## src/rtl/n0prime_hensel_pkg.sv

```systemverilog
// Shared types and constants for the n0prime Hensel-lifting generator.
package n0prime_pkg;

  typedef enum logic [1:0] {
    IDLE   = 2'd0,
    ITER   = 2'd1,
    CHECK  = 2'd2,
    FINISH = 2'd3
  } state_t;

  localparam int DEF_N_WIDTH = 1024;
  localparam int DEF_W       = 32;

  // Ceiling log2, usable in parameter expressions.
  function automatic int clog2(input int value);
    int r;
    r = 0;
    for (int v = value - 1; v > 0; v = v >> 1) r = r + 1;
    return r;
  endfunction

endpackage

```

## src/rtl/n0prime_hensel_if.sv

```systemverilog
// Request/result bundle between the key loader and the n0prime generator.
interface n0prime_hensel_if
  import n0prime_pkg::*;
#(
  parameter int N_WIDTH = DEF_N_WIDTH,
  parameter int W       = DEF_W
);
  logic               start;
  logic [N_WIDTH-1:0] n;
  logic [W-1:0]       n0prime;
  logic               done;
  logic               busy;
  logic               err;

  modport master (output start, n, input n0prime, done, busy, err);
  modport slave  (input start, n, output n0prime, done, busy, err);
endinterface

```

## src/rtl/n0prime_hensel_step.sv

```systemverilog
// One Hensel lifting step: fixes bit i of y so that a*y == 1 mod 2^(i+1).
module n0prime_step
  import n0prime_pkg::*;
#(
  parameter int W  = DEF_W,
  parameter int IW = clog2(DEF_W)
) (
  input  logic [W-1:0]  a,
  input  logic [W-1:0]  y,
  input  logic [W-1:0]  p,
  input  logic [IW-1:0] i,
  output logic [W-1:0]  y_nxt,
  output logic [W-1:0]  p_nxt
);

  // p tracks a*y mod 2^W, so p[i] is exactly the bit that still needs cancelling.
  always_comb begin
    y_nxt = y;
    p_nxt = p;
    if (p[i]) begin
      y_nxt = y | (W'(1) << i);
      p_nxt = p + (a << i);
    end
  end

endmodule

```

## src/rtl/n0prime_hensel.sv

```systemverilog
// Montgomery constant generator: n0prime = -(n^-1) or n^-1 mod 2^W via bit-serial Hensel lifting.
// Optional build macro N0PRIME_SELFCHECK_EN adds a CHECK state that re-verifies a*y == 1.
module n0prime_hensel
  import n0prime_pkg::*;
#(
  parameter int N_WIDTH = DEF_N_WIDTH,
  parameter int W       = DEF_W,
  parameter bit NEGATE  = 1'b1
) (
  input logic             clk,
  input logic             rst_n,
  n0prime_hensel_if.slave bus
);

  localparam int IW = clog2(W);

  state_t        state, state_n;
  logic [W-1:0]  a, a_n;
  logic [W-1:0]  y, y_n;
  logic [W-1:0]  p, p_n;
  logic [IW-1:0] i, i_n;
  logic [W-1:0]  res, res_n;
  logic          done, done_n;
  logic          busy, busy_n;
  logic          err, err_n;
  logic [W-1:0]  y_step, p_step;

  function automatic logic [W-1:0] mul_lo(input logic [W-1:0] x, input logic [W-1:0] m);
    logic [W-1:0] acc;
    acc = '0;
    for (int k = 0; k < W; k++) begin
      if (m[k]) acc = acc + (x << k);
    end
    return acc;
  endfunction

  n0prime_step #(.W(W), .IW(IW)) u_step (
    .a     (a),
    .y     (y),
    .p     (p),
    .i     (i),
    .y_nxt (y_step),
    .p_nxt (p_step)
  );

  always_comb begin
    state_n = state;
    a_n     = a;
    y_n     = y;
    p_n     = p;
    i_n     = i;
    res_n   = res;
    done_n  = 1'b0;
    busy_n  = busy;
    err_n   = err;
    case (state)
      IDLE: begin
        // The done cycle is spent in IDLE; a start seen then is dropped.
        busy_n = 1'b0;
        if (bus.start && !done) begin
          a_n    = bus.n[W-1:0];
          busy_n = 1'b1;
          if (bus.n[0]) begin
            y_n     = W'(1);
            p_n     = bus.n[W-1:0];
            i_n     = IW'(1);
            err_n   = 1'b0;
            state_n = ITER;
          end else begin
            err_n   = 1'b1;
            state_n = FINISH;
          end
        end
      end
      ITER: begin
        y_n = y_step;
        p_n = p_step;
        if (i == IW'(W - 1)) begin
`ifdef N0PRIME_SELFCHECK_EN
          state_n = CHECK;
`else
          state_n = FINISH;
`endif
        end else begin
          i_n = i + IW'(1);
        end
      end
      CHECK: begin
        if (mul_lo(a, y) != W'(1)) err_n = 1'b1;
        state_n = FINISH;
      end
      FINISH: begin
        if (err)         res_n = '0;
        else if (NEGATE) res_n = ~y + W'(1);
        else             res_n = y;
        done_n  = 1'b1;
        state_n = IDLE;
      end
      default: state_n = IDLE;
    endcase
  end

  always_ff @(posedge clk or negedge rst_n) begin
    if (!rst_n) begin
      state <= IDLE;
      a     <= '0;
      y     <= '0;
      p     <= '0;
      i     <= '0;
      res   <= '0;
      done  <= 1'b0;
      busy  <= 1'b0;
      err   <= 1'b0;
    end else begin
      state <= state_n;
      a     <= a_n;
      y     <= y_n;
      p     <= p_n;
      i     <= i_n;
      res   <= res_n;
      done  <= done_n;
      busy  <= busy_n;
      err   <= err_n;
    end
  end

  assign bus.n0prime = res;
  assign bus.done    = done;
  assign bus.busy    = busy;
  assign bus.err     = err;

endmodule

```

## src/flat_wrapper.sv

```systemverilog
// flat-port wrapper written by rule: the top's interface ports become plain ports
module n0prime_hensel_flat import n0prime_pkg::*;
#(
  parameter int N_WIDTH = DEF_N_WIDTH,
  parameter int W       = DEF_W,
  parameter bit NEGATE  = 1'b1
)
  (clk, rst_n, bus_start, bus_n, bus_n0prime, bus_done, bus_busy, bus_err);
  n0prime_hensel_if #(.N_WIDTH(N_WIDTH), .W(W)) bus_i ();
  input logic clk;
  input logic rst_n;
  input wire logic [$bits(bus_i.start)-1:0] bus_start;
  input wire logic [$bits(bus_i.n)-1:0] bus_n;
  output wire logic [$bits(bus_i.n0prime)-1:0] bus_n0prime;
  output wire logic [$bits(bus_i.done)-1:0] bus_done;
  output wire logic [$bits(bus_i.busy)-1:0] bus_busy;
  output wire logic [$bits(bus_i.err)-1:0] bus_err;
  assign bus_i.start = bus_start;
  assign bus_i.n = bus_n;
  assign bus_n0prime = bus_i.n0prime;
  assign bus_done = bus_i.done;
  assign bus_busy = bus_i.busy;
  assign bus_err = bus_i.err;
  n0prime_hensel #(.N_WIDTH(N_WIDTH), .W(W), .NEGATE(NEGATE)) u_core (.clk(clk), .rst_n(rst_n), .bus(bus_i));
endmodule
```

## config.mk

```make
export PLATFORM = sky130hd
export DESIGN_NAME = n0prime_hensel_flat
export DESIGN_NICKNAME = d
export VERILOG_FILES = /design/src/rtl/n0prime_hensel_pkg.sv /design/src/rtl/n0prime_hensel_if.sv /design/src/rtl/n0prime_hensel_step.sv /design/src/rtl/n0prime_hensel.sv /design/src/flat_wrapper.sv
export SDC_FILE = /design/constraint.sdc
export NUM_CORES = 2
export LEC_CHECK = 0
export ABC_AREA = 0
export CAP_MARGIN = 20
export CORE_AREA = 3 3 412 414
export DETAILED_ROUTE_END_ITERATION = 10
export DIE_AREA = 0 0 415 417
export SETUP_SLACK_MARGIN = 0.05
export SYNTH_ARGS = -nofsm -noshare
export SYNTH_HDL_FRONTEND = slang
export SYNTH_HIERARCHICAL = 1
export SYNTH_SLANG_ARGS = --single-unit
export TNS_END_PERCENT = 50
```

## constraint.sdc

```tcl
create_clock -name clk -period 33.5 [get_ports clk]
set_input_delay 10.05 -clock clk [delete_from_list [all_inputs] [get_ports clk]]
set_output_delay 10.05 -clock clk [all_outputs]
set_load 0.02 [all_outputs]
```

Word-level counts from Yosys, hierarchy flattened
Cells that the tools add are included.

word-level totals
  register bits = 138
  input port bits = 1027
  output and inout port bits = 35

cells by class
  add/subtract/negate cells = 34
  $lt $le $gt $ge = 1
  equal/unequal tests = 11
  shift-type cells = 2
  muxes and demuxes = 89
  bitwise logic cells = 2
  reduce and logical (&&, ||, !) cells = 10

operators with widths
  kind                                                                      number
  32-bit two-way mux                                                        71
  32-bit adder                                                              32
  32-bit case mux with 2 select lines                                       2
  32-bit by 1-bit adder with 32-bit output, second input constant           1
  32-bit by 1-bit inequality test with 1-bit output, second input constant  1
  32-bit NOT                                                                1
  32-bit bitwise OR                                                         1
  1-bit by 5-bit << shifter with 32-bit output, first input constant        1
  32-bit by 5-bit << shifter with 32-bit output                             1
  5-bit two-way mux                                                         3
  5-bit case mux with 2 select lines                                        1
  2-bit case mux with 4 select lines                                        1
  4-bit AND reduction                                                       2
  5-bit by 6-bit < comparator with 1-bit output, second input constant      1
  1-bit two-way mux                                                         6
  2-bit two-way mux                                                         3
  2-bit by 1-bit inequality test with 1-bit output, second input constant   3
  2-bit inequality test, second input constant                              3
  5-bit by 1-bit adder with 5-bit output, second input constant             1
  1-bit binary-select mux with 5-bit select                                 1
  5-bit equality test, second input constant                                1
  2-bit equality test, second input constant                                2
  2-bit AND reduction                                                       2
  2-bit nonzero test                                                        2
  other kinds (6)                                                           6

Logic depth before layout (Yosys ltp)
  depth after elaboration = 98
  mapped depth = 200

Hierarchy
Netlist, hierarchy kept.

modules (own cells, without submodules)
  module          instances  cells an instance  area each (µm²)  sequential area each (µm²)
  n0prime_hensel  1          5139               36651.4          3453.3
  n0prime_step    1          598                4205.3           0.0

Worst setup path after synthesis
Ideal clock, no wire load.

  path type = register to register
  start = register u_core.a[1]
  end = register u_core.err, in the netlist u_core/bus.err
  library setup time = 126 ps
  data arrival time = 36111 ps
  data required time = 33374 ps
  setup slack = -2737 ps
  stages on the path, launching flop included = 187
  buffers on the path = 1
  cell sequence = dfrtp_1 inv_1 nor2_1 ha_1 fa_1 o211ai_1 o211ai_2 a311o_1 and3_1 a21oi_1 inv_1 ha_1 a211o_1 a211o_1 nand2_1 xnor2_1 or2_2 o21a_1 [... 151 more ...] o21ai_1 ha_1 xor2_1 nand2_1 xnor3_1 xnor2_1 xnor3_1 xor2_1 xnor2_1 xnor3_1 xnor3_1 xnor2_1 nor3_1 and4_1 nor4_1 nand4_1 nor4_1 nor2_1

between the ends
  longest elaborated chain between the ends = 98

RTL lines
  item                                                            RTL line               RTL
  start, declared                                                 n0prime_hensel.sv:18   logic [W-1:0] a, a_n;
  start signal, assigned                                          n0prime_hensel.sv:116  a <= a_n;
  32-bit two-way mux                                              n0prime_hensel.sv:32   if (m[k]) acc = acc + (x << k);
  32-bit two-way mux                                              n0prime_hensel.sv:56   case (state)
  32-bit adder                                                    n0prime_hensel.sv:32
  32-bit two-way mux                                              n0prime_hensel.sv:32
  32-bit two-way mux                                              n0prime_hensel.sv:56
  32-bit adder                                                    n0prime_hensel.sv:32
  32-bit two-way mux                                              n0prime_hensel.sv:32
  32-bit two-way mux                                              n0prime_hensel.sv:56
  [... 82 more ...]                                               --
  32-bit two-way mux (*)                                          n0prime_hensel.sv:32
  32-bit two-way mux (*)                                          n0prime_hensel.sv:56
  32-bit adder                                                    n0prime_hensel.sv:32
  32-bit two-way mux (*)                                          n0prime_hensel.sv:32
  32-bit two-way mux (*)                                          n0prime_hensel.sv:56
  32-bit by 1-bit inequality test with 1-bit output (*)           n0prime_hensel.sv:89   if (mul_lo(a, y) != W'(1)) err_n = 1'b1;
  2-bit by 1-bit inequality test with 1-bit output (no line) (*)  --
  3-bit AND reduction (no line) (*)                               --
  end signal, assigned                                            n0prime_hensel.sv:123  err <= err_n;
  end, declared                                                   n0prime_hensel.sv:25   logic err, err_n;

Mark *: on every way between the ends. The rest lies on a longest branch, timed or not. The select of a mux whose other input is x is not followed.
A chain may end at the register's enable or synchronous reset.

Worst setup path in the final report
Ends and elaborated chain as after synthesis.

==> run summary <==
Status: complete, but fails checks
Failing checks: negative setup slack
HP Class: flop to flop
Register area: 3470 µm²
Net Count, Synth: 7,295
CP Class: flop to flop
Setup Viol. Count Final: 1
Horiz. Die Dim: 415 µm
GRT overflow: 0
CP startpoint kind: flop
Worst slew margin: 0.276
DR WL/cell: 19.8 µm
Layout Nets: 9,164
Placed Cells: 9,639
1st-pass router iterations: 6
IO Pins: 1,062
Std cell rows: 150
Syn avg cell area: 7.12 µm²
Sequential area share after synthesis: 0.0845
Library cells used by synthesis: 108
Initial antenna violation count: 6
Max Fclk: 27.6 MHz
First-pass GRT wire length: 293,000 µm
DP HPWL: 154,000 µm
Max Used Layer: met4
Yosys top cell by area: ha_1
Die area: 173,000 µm²
Actual slew at the worst max-slew pin: 1.08 ns
Asr flop ratio synth: 1.00
Sink Count: 138
Final RePlAce weighted congestion: 0.966
Unrepaired setup endpoints after global routing: yes
CP Capture Type: flop
Drt drc: 0
Req. time, crit path: 33.89 ns
Crit-path max FO: 5
Area contributors post-synth: ha_1, dfrtp_1, nand2_1
CTS Hold Bufs: 0
WL met1: 87,100 µm
Vias in the first global route: 49,900
Met2 WL post-DR: 88,400 µm
Pre-CTS WS: -4.16 ns
Num CTS Buffers: 17
DR iter-0 viols: 4,334
Critical path's slowest cell: or4_4
Max-Cap Viols: 0
Number of synthesized flops with an enable pin: 0
Fin. Hold Viols: 0
Clk Latency, worst-skew pair: 0.51 ns
Longest Clk Path Bufs: 2
Worst-path clk slew: 0.07 ns
Mapped Cells: 5,737
Port bufs: 69
Multi-input logic area: 37,900 µm²
Antenna Nets Post-Route: 0
Clock Root Buffer: clkbuf_16
Synth Cell Area: 40,900 µm²
Fillers: 17,300
Final worst slack: -2.69 ns
Chip height: 417 µm
Via density: 5.29
Yosys reg bits: 138
Routed wire length on met3: 11,300 µm
Layout cells sized above 1: 0.346
Initial Util: 0.245
Delay of the slowest critical-path stage: 0.54 ns
Syn. warnings: 6
Core area: 167,000 µm²
Top FF cell, synth: dfrtp_1
Total GRT Usage: 0.214
Area grow syn2layout: 51.0%
Wirelength, routed: 195,000 µm
Slew Viols, Final: 0
Most used cell, CP: ha_4
Crit path arrival time: 36.58 ns
Htree depth: 4
Final Util: 0.370
Worst Clk Skew: 0.0206 ns
Final worst-path cycle share: 1.08
Synth top area share: 0.153
Largest net degree at the start of global routing: 95
Min Tclk post-route: 36.19 ns
Via count of the routed design: 52,000
CTS tree: yes
Fin cells: 9,830
sequential cells by signal (all words and copies together) (netlist names):
register / count
u_core/a: 32
u_core/bus.n0prime: 32
u_core/p: 32
u_core/y: 32
u_core/i: 5
u_core/state: 2
u_core/bus.busy: 1
u_core/bus.done: 1
u_core/bus.err: 1
what timing repair did:
item                       CTS  global route
setup buffers              115            37
pin swaps                  109           122
setup endpoints to repair    1             1
resized for setup          179           148
hold endpoints to repair     0             0
logic make-up after synthesis:
group	synth area share
AOI/OAI and AO/OA	0.320
and+or+nand+nor	0.213
adders and majority gates	0.168
buffers and inverters	0.0485
xor gates and xnor gates	0.0933
muxes	0.0718
DFF	0.0845
worst paths after layout:
path                                        from               endpoint  slack, ns  cells past startpoint
max                                  u_core/a[1]         u_core/bus.err      -2.69                    198
min                        u_core/bus.n0prime[0]  u_core/bus.n0prime[0]       0.51                      1
min in group asynchronous                  rst_n            u_core/y[3]       9.68                      1
max reg2reg                          u_core/a[1]         u_core/bus.err      -2.69                    198
max in group asynchronous                  rst_n            u_core/a[6]      22.53                      2
min reg2reg                u_core/bus.n0prime[0]  u_core/bus.n0prime[0]       0.51                      1
critical path, delay by kind of cell, from the launching register on:
family | cells | cell delay (ns)
AO/OA/AOI/OAI | 67 | 11.49
XOR/XNOR | 21 | 3.32
adder cells (fa/ha/maj) | 31 | 8.60
buffers and inverters | 18 | 2.33
flip-flops | 1 | 0.50
multiplexers | 5 | 1.48
AND/OR/NAND/NOR | 56 | 8.32
placed cells by master, fill, tap and decap left out, drive strengths merged, types with 129 or more instances in the layout:
cell type | netlist | routed
buf | 48 | 2028
nand2 | 693 | 693
nor2 | 519 | 519
ha | 501 | 501
a21oi | 480 | 480
o21ai | 408 | 408
xnor2 | 277 | 277
inv | 261 | 268
a21o | 184 | 184
dfrtp | 138 | 138
xor2 | 135 | 135
nand3 | 131 | 131
nor3 | 129 | 129
metrics by stage:
stage	TNS (ns)	hold slack [ns]	cell area, µm²
after floorplan	0	0.463	41700
after global placement	-3.85	0.498	58400
after detailed placement	-4.16	0.500	58400
after CTS	-2.50	0.516	60700
after global routing	-4.49	0.549	61700
final	-2.69	0.512	61700
synthesized netlist by cell type, types with 124 or more instances:
cell,count
a21o_1,184
a21oi_1,480
clkbuf_1,197
dfrtp_1,138
ha_1,501
inv_1,258
mux2i_1,124
nand2_1,693
nand3_1,131
nor2_1,519
nor3_1,128
o21a_1,125
o21ai_0,368
xnor2_1,277
xor2_1,135
layout make-up:
type,count,area share
clock inverters,15,0.00286
multi-input cells,5087,0.614
diodes,7,0.000284
flip-flops and latches,138,0.0563
well taps,2204,0.0447
clock buffers,17,0.00690
inverters,266,0.0162
repair buffers,2096,0.259
metal layers:
layer,up-vias,GRT usage
met2,1670,0.355
met1,25000,0.286
met4,0,0.0776
li1,25000,-
met5,-,0
met3,308,0.0245
Power is not shown: default switching activity piles up to over one toggle a cycle in this logic, so the estimate is an artifact.
